==> config.mk <==
export PLATFORM = sky130hd
export DESIGN_NAME = elevator_scan_ctrl
export DESIGN_NICKNAME = d
export VERILOG_FILES = /design/src/rtl/elevator_scan_ctrl.sv
export SDC_FILE = /design/constraint.sdc
export NUM_CORES = 1
export LEC_CHECK = 0
export CAP_MARGIN = 10
export CORE_AREA = 2 2 81 83
export CTS_CLUSTER_DIAMETER = 60
export CTS_CLUSTER_SIZE = 40
export DETAILED_ROUTE_END_ITERATION = 12
export DIE_AREA = 0 0 83 85
export GPL_ROUTABILITY_DRIVEN = 0
export PLACE_DENSITY = 0.76
export SLEW_MARGIN = 30
export SYNTH_ARGS = -nofsm -noshare
export SYNTH_HDL_FRONTEND = slang
export SYNTH_SLANG_ARGS = --single-unit
==> constraint.sdc <==
create_clock -name clk -period 6.1 [get_ports clk]
set_input_delay 1.22 -clock clk [delete_from_list [all_inputs] [get_ports clk]]
set_output_delay 1.22 -clock clk [all_outputs]
set_load 0.01 [all_outputs]
==> src/rtl/elevator_scan_ctrl.sv <==
// elevator_scan_ctrl: SCAN elevator FSM (clk, reset, floor_buttons, estop -> floor, state, dir_up, door_open, requests); `ELEVATOR_HOME_RETURN_EN adds idle park-at-home
module elevator_scan_ctrl #(
  parameter int NUM_FLOORS   = 16,
  parameter int FLOOR_W      = 4,
  parameter int MOVE_TICKS   = 4,
  parameter int DOOR_TICKS   = 8,
  parameter int HOME_FLOOR   = 0,
  parameter int IDLE_TIMEOUT = 64
) (
  input  logic                  clk,
  input  logic                  reset,
  input  logic [NUM_FLOORS-1:0] floor_buttons,
  input  logic                  estop,
  output logic [FLOOR_W-1:0]    floor,
  output logic [2:0]            state,
  output logic                  dir_up,
  output logic                  door_open,
  output logic [NUM_FLOORS-1:0] requests
);
  typedef enum logic [2:0] {
    IDLE      = 3'b000,
    UP        = 3'b001,
    DOWN      = 3'b010,
    STOPPED   = 3'b011,
    DOOR_OPEN = 3'b100
  } state_t;
  localparam int MW = MOVE_TICKS > 1 ? $clog2(MOVE_TICKS) : 1;
  localparam int DW = DOOR_TICKS > 1 ? $clog2(DOOR_TICKS) : 1;
  localparam logic [NUM_FLOORS-1:0] ALL = '1;
  localparam logic [NUM_FLOORS-1:0] ONE = NUM_FLOORS'(1);
  if (FLOOR_W != $clog2(NUM_FLOORS) || HOME_FLOOR >= NUM_FLOORS || IDLE_TIMEOUT < 1) begin : g_bad_cfg
    $error("elevator_scan_ctrl: inconsistent parameters");
  end
  state_t st;
  logic [MW-1:0] move_cnt;
  logic [DW-1:0] door_cnt;
  logic [NUM_FLOORS-1:0] pending, clr, home_set;
  logic [FLOOR_W-1:0] nf;
  logic up_any, dn_any, ahead, behind, step, at_nf, beyond, door_exp;
  assign pending  = requests | floor_buttons;
  assign up_any   = |(pending & (ALL << floor << 1));
  assign dn_any   = |(pending & ~(ALL << floor));
  assign ahead    = dir_up ? up_any : dn_any;
  assign behind   = dir_up ? dn_any : up_any;
  assign step     = (st == UP || st == DOWN) && move_cnt == MW'(MOVE_TICKS - 1);
  assign nf       = st == UP ? floor + 1'b1 : floor - 1'b1;
  assign at_nf    = pending[nf];
  assign beyond   = st == UP ? |(pending & (ALL << nf << 1)) : |(pending & ~(ALL << nf));
  assign door_exp = door_cnt == DW'(DOOR_TICKS - 1);
  // the floor whose door is (or is about to be) open never keeps a latched request
  assign clr = estop ? '0 :
               (st == DOOR_OPEN || (st == IDLE && pending[floor])) ? ONE << floor :
               (step && at_nf) ? ONE << nf : '0;
  assign state     = st;
  assign door_open = st == DOOR_OPEN;
`ifdef ELEVATOR_HOME_RETURN_EN
  logic [$clog2(IDLE_TIMEOUT+1)-1:0] idle_cnt;
  logic idle_run, idle_hit;
  assign idle_run = !estop && st == IDLE && pending == '0 && floor != FLOOR_W'(HOME_FLOOR);
  assign idle_hit = idle_run && idle_cnt == ($bits(idle_cnt))'(IDLE_TIMEOUT - 1);
  assign home_set = idle_hit ? ONE << HOME_FLOOR : '0;
  always_ff @(posedge clk)
    if (reset || !idle_run || idle_hit) idle_cnt <= '0;
    else idle_cnt <= idle_cnt + 1'b1;
`else
  assign home_set = '0;
`endif
  always_ff @(posedge clk) begin
    if (reset) begin
      st       <= IDLE;
      floor    <= '0;
      dir_up   <= 1'b1;
      requests <= '0;
      move_cnt <= '0;
      door_cnt <= '0;
    end else if (estop) begin
      st       <= STOPPED;
      requests <= pending;
      move_cnt <= '0;
      door_cnt <= '0;
    end else begin
      requests <= (pending & ~clr) | home_set;
      case (st)
        IDLE: begin
          move_cnt <= '0;
          door_cnt <= '0;
          if (pending[floor]) st <= DOOR_OPEN;
          else if (up_any && dn_any) st <= dir_up ? UP : DOWN;
          else if (up_any) begin
            st     <= UP;
            dir_up <= 1'b1;
          end else if (dn_any) begin
            st     <= DOWN;
            dir_up <= 1'b0;
          end
        end
        UP, DOWN: begin
          move_cnt <= step ? '0 : move_cnt + 1'b1;
          door_cnt <= '0;
          if (step) begin
            floor <= nf;
            st    <= at_nf ? DOOR_OPEN : beyond ? st : IDLE;
          end
        end
        DOOR_OPEN: begin
          move_cnt <= '0;
          // a re-press of this floor holds the door rather than latching
          door_cnt <= (floor_buttons[floor] || door_exp) ? '0 : door_cnt + 1'b1;
          if (!floor_buttons[floor] && door_exp) begin
            st     <= ahead ? (dir_up ? UP : DOWN) : behind ? (dir_up ? DOWN : UP) : IDLE;
            dir_up <= ahead ? dir_up : behind ? !dir_up : dir_up;
          end
        end
        default: begin
          st       <= IDLE;
          move_cnt <= '0;
          door_cnt <= '0;
        end
      endcase
    end
  end
endmodule

==> results.txt <==
----------------------------------------------------
[Detailed routing]
  DRT Pass-1 Iters ... 6
  Iteration-0 DRC count of the detailed router ... 354
  Vias ... 3036
  Post-route DRC ... 0
  Average detailed-routed wire length per instance ... 20.7 µm
  Remaining antenna violation count after routing ... 0
  Total Wirelength ... 8.80 mm
  Vias per std cell ... 7.13

[CTS]
  Cell chosen for the clock root ... clkbuf_8
  Clock tree from TritonCTS ... built
  CTS H-Tree Depth ... 2
  Hold buffers post-CTS ... 0
  Buffers inserted by post-CTS timing repair ... 0
  Cts bufs inserted ... 5
  CTS max path bufs ... 2
  Clk_lat worst skew ... 0.28 ns
  CTS clock-pin slew for the worst setup and hold paths ... 0.06 ns
  Post-cts sizing count ... 0
  Clock sink count ... 29

[STA]
  Unrepaired setup endpoints after global routing ... false
  Maximum clock rate ... 223 MHz
  Number of failing hold endpoints at the final stage ... 0
  Max-slew violation count ... 0
  Final period utilization ... 73.4%
  Setup clock skew after layout ... 0.00493 ns
  Worst Max-Slew Pin Slew ... 0.859 ns
  PnR worst setup slack ... 1.62 ns
  Time the final worst path needs with I/O delays and setup ... 4.48 ns
  Total negative setup slack ... 0 ns
  Final-report setup violation count ... 0
  Headroom to the max-slew limit ... 42.7%

[Logic synthesis]
  Post-synthesis average cell area ... 8.36 µm²
  Sequential area share after synthesis ... 21.7%
  Gate count of the mapped netlist ... 320
  Net count after synthesis ... 351
  Synth top area share ... 21.7%
  Number of enable-type register cells in the synthesized netlist ... 0
  Share of flip-flops with an asynchronous set or reset after synthesis ... 0%
  Total of flip-flops plus latches after synthesis ... 29
  Cells taking the most area after synthesis ... dfxtp_1 (22%), mux4_2 (6.7%), a211oi_1 (5.3%)
  Cell taking the most area after synthesis ... dfxtp_1
  Count of warnings emitted by yosys ... 0
  Count of different cell masters after synthesis ... 67
  Top post-synthesis cells by count ... nor2_1 (37), dfxtp_1 (29), o21ai_0 (24)
  Cell with the most instances after synthesis ... nor2_1
  Most used flip-flop cell after synthesis ... dfxtp_1
  Cell area after technology mapping ... 0.00267 mm²

[Critical path]
  Arrival time of data at the critical path endpoint ... 4.68 ns
  Crit-path slowest cell ... dfxtp_1
  CP most frequent cell ... mux2i_1
  Largest fanout on the critical path ... 19
  Worst path cell trace ... inv_1 > fa_1 > xnor2_2 > mux4_2 > mux2i_1 > mux2i_1 > and4_4 > or4b_1 > a31oi_1
  Required time at the worst-slack endpoint ... 6.30 ns
  Type of element launching the critical path ... flip-flop
  Worst Path Class, Setup ... flip-flop to flip-flop
  CP max stage delay ... 0.88 ns
  Type of element capturing the critical path ... flip-flop

[Finish]
  Layout overhead on the synthesized area ... 18.0%
  Share of final-layout standard cells stronger than drive strength 1 ... 9.46%
  Antenna cell count ... 0
  Final standard cell area without fillers ... 0.00316 mm²
  Count of nets after finishing ... 381
  Filler Cells Inserted ... 590

[Global route]
  GRT Overall Usage ... 25.1%
  Maximum number of pins on one net before global-route repair ... 26
  Global-route wire length before repair ... 14.5 mm
  Antenna violations before repair ... 0
  Via count of the first global-routing pass ... 2853
  GRT overflow ... 0

[Die]
  Cell row count ... 29
  Y dimension of the die ... 85 µm
  Die Wd ... 83 µm
  Number of ports placed on the die boundary ... 44
  Die footprint ... 0.00706 mm²
  Initial Util ... 43.1%
  Area of the core region ... 0.00620 mm²

[Placed design]
  Place WS ... 1.74 ns
  Port buffer count ... 43
  Estimated wirelength of the detail-placed design ... 6.31 mm
  Post-detailed-placement cell area ... 0.00309 mm²

[Worst hold path]
  Worst hold path class ... flip-flop to flip-flop

[Power]
  Worst IR Drop VDD ... 0.0851 mV
  Leakage Power ... 1.15 nW
  Pwr dens ... 169 mW/mm²

[Job]
  Total of max-cap violations ... 0

[Status]
  Outcome ... finished, final reports clean

----------------------------------------------------
[flip-flops by register name (all words and copies together), names as in the netlist]
name      flops
state         3
door_cnt      3
dir_up        1
floor         4
requests     16
move_cnt      2
[layer usage]
metal  vias up  routed length (µm)  global-route usage [%]
li1       1307                   -                       -
met1      1445                3410                    31.6
met2       240                4120                    39.3
met3        44                 884                    5.54
met4         0                 378                    15.8
met5         -                   0                       0
[metrics by stage]
stage          hold slack [ns]  util, %  cells  power (mW)
6_report                 0.427     50.9    426       0.533
5_1_grt                  0.448     50.9    426       0.560
4_1_cts                  0.426     50.9    426       0.534
3_5_place_dp             0.418     49.7    420       0.388
3_3_place_gp             0.405     49.6    420       0.384
2_1_floorplan            0.396        -    320       0.326
[cells in the final DEF, fill, tap and decap left out, drive strengths merged, types with 11 or more instances in the layout]
master         Yosys  final
clkdlybuf4s50      0     42
dfxtp             29     29
nor2              38     38
nand2             16     16
o21ai             24     24
ha                11     11
a22o              15     15
a21oi             11     11
a211oi            19     19
[worst max-delay path, delay by kind of cell, from the launching register on]
kind | cells | cell delay [ns]
AND/OR/NAND/NOR | 2 | 0.73
multiplexers | 3 | 0.93
adder cells (fa/ha/maj) | 1 | 0.62
flip-flops | 1 | 0.88
buffers and inverters | 1 | 0.41
AO/OA/AOI/OAI | 1 | 0.18
XOR/XNOR | 1 | 0.64
[final timing paths]
| kind | from | endpoint | slack, ns | cells past startpoint |
|---|---|---|---|---|
| max | floor[0] | state[1] | 1.62 | 9 |
| min | door_cnt[0] | door_cnt[0] | 0.43 | 1 |
| max reg2reg | floor[0] | state[1] | 1.62 | 9 |
| min reg2reg | door_cnt[0] | door_cnt[0] | 0.43 | 1 |
[kinds of logic after synthesis]
kind of cell             count (synthesis)  synth area share (%)
XOR/XNOR                                 9                  4.35
adder cells (fa/ha/maj)                 13                  6.27
AND/OR/NAND/NOR                        106                  20.4
multiplexers                            16                  9.78
flip-flops                              29                  21.7
AO/OA/AOI/OAI                          116                  31.3
buffers and inverters                   31                  6.22
[area by class of cell]
cell class,instances,area [µm²],area share (%)
well taps,77,96.3,3.05
flip-flops and latches,29,581,18.4
repair buffers,44,433,13.7
multi-input cells,260,1930,61.3
clock buffers,5,68.8,2.18
inverters,10,37.5,1.19
clock inverters,1,5.00,0.159
[where the power goes]
group          internal (mW)  switching, mW  leakage [nW]
sequential             0.200         0.0118         0.240
combinational         0.0775         0.0997         0.873
clock                 0.0747         0.0694        0.0399
total                  0.352          0.181          1.15
Note: power is estimated with default switching activity, not from simulation.
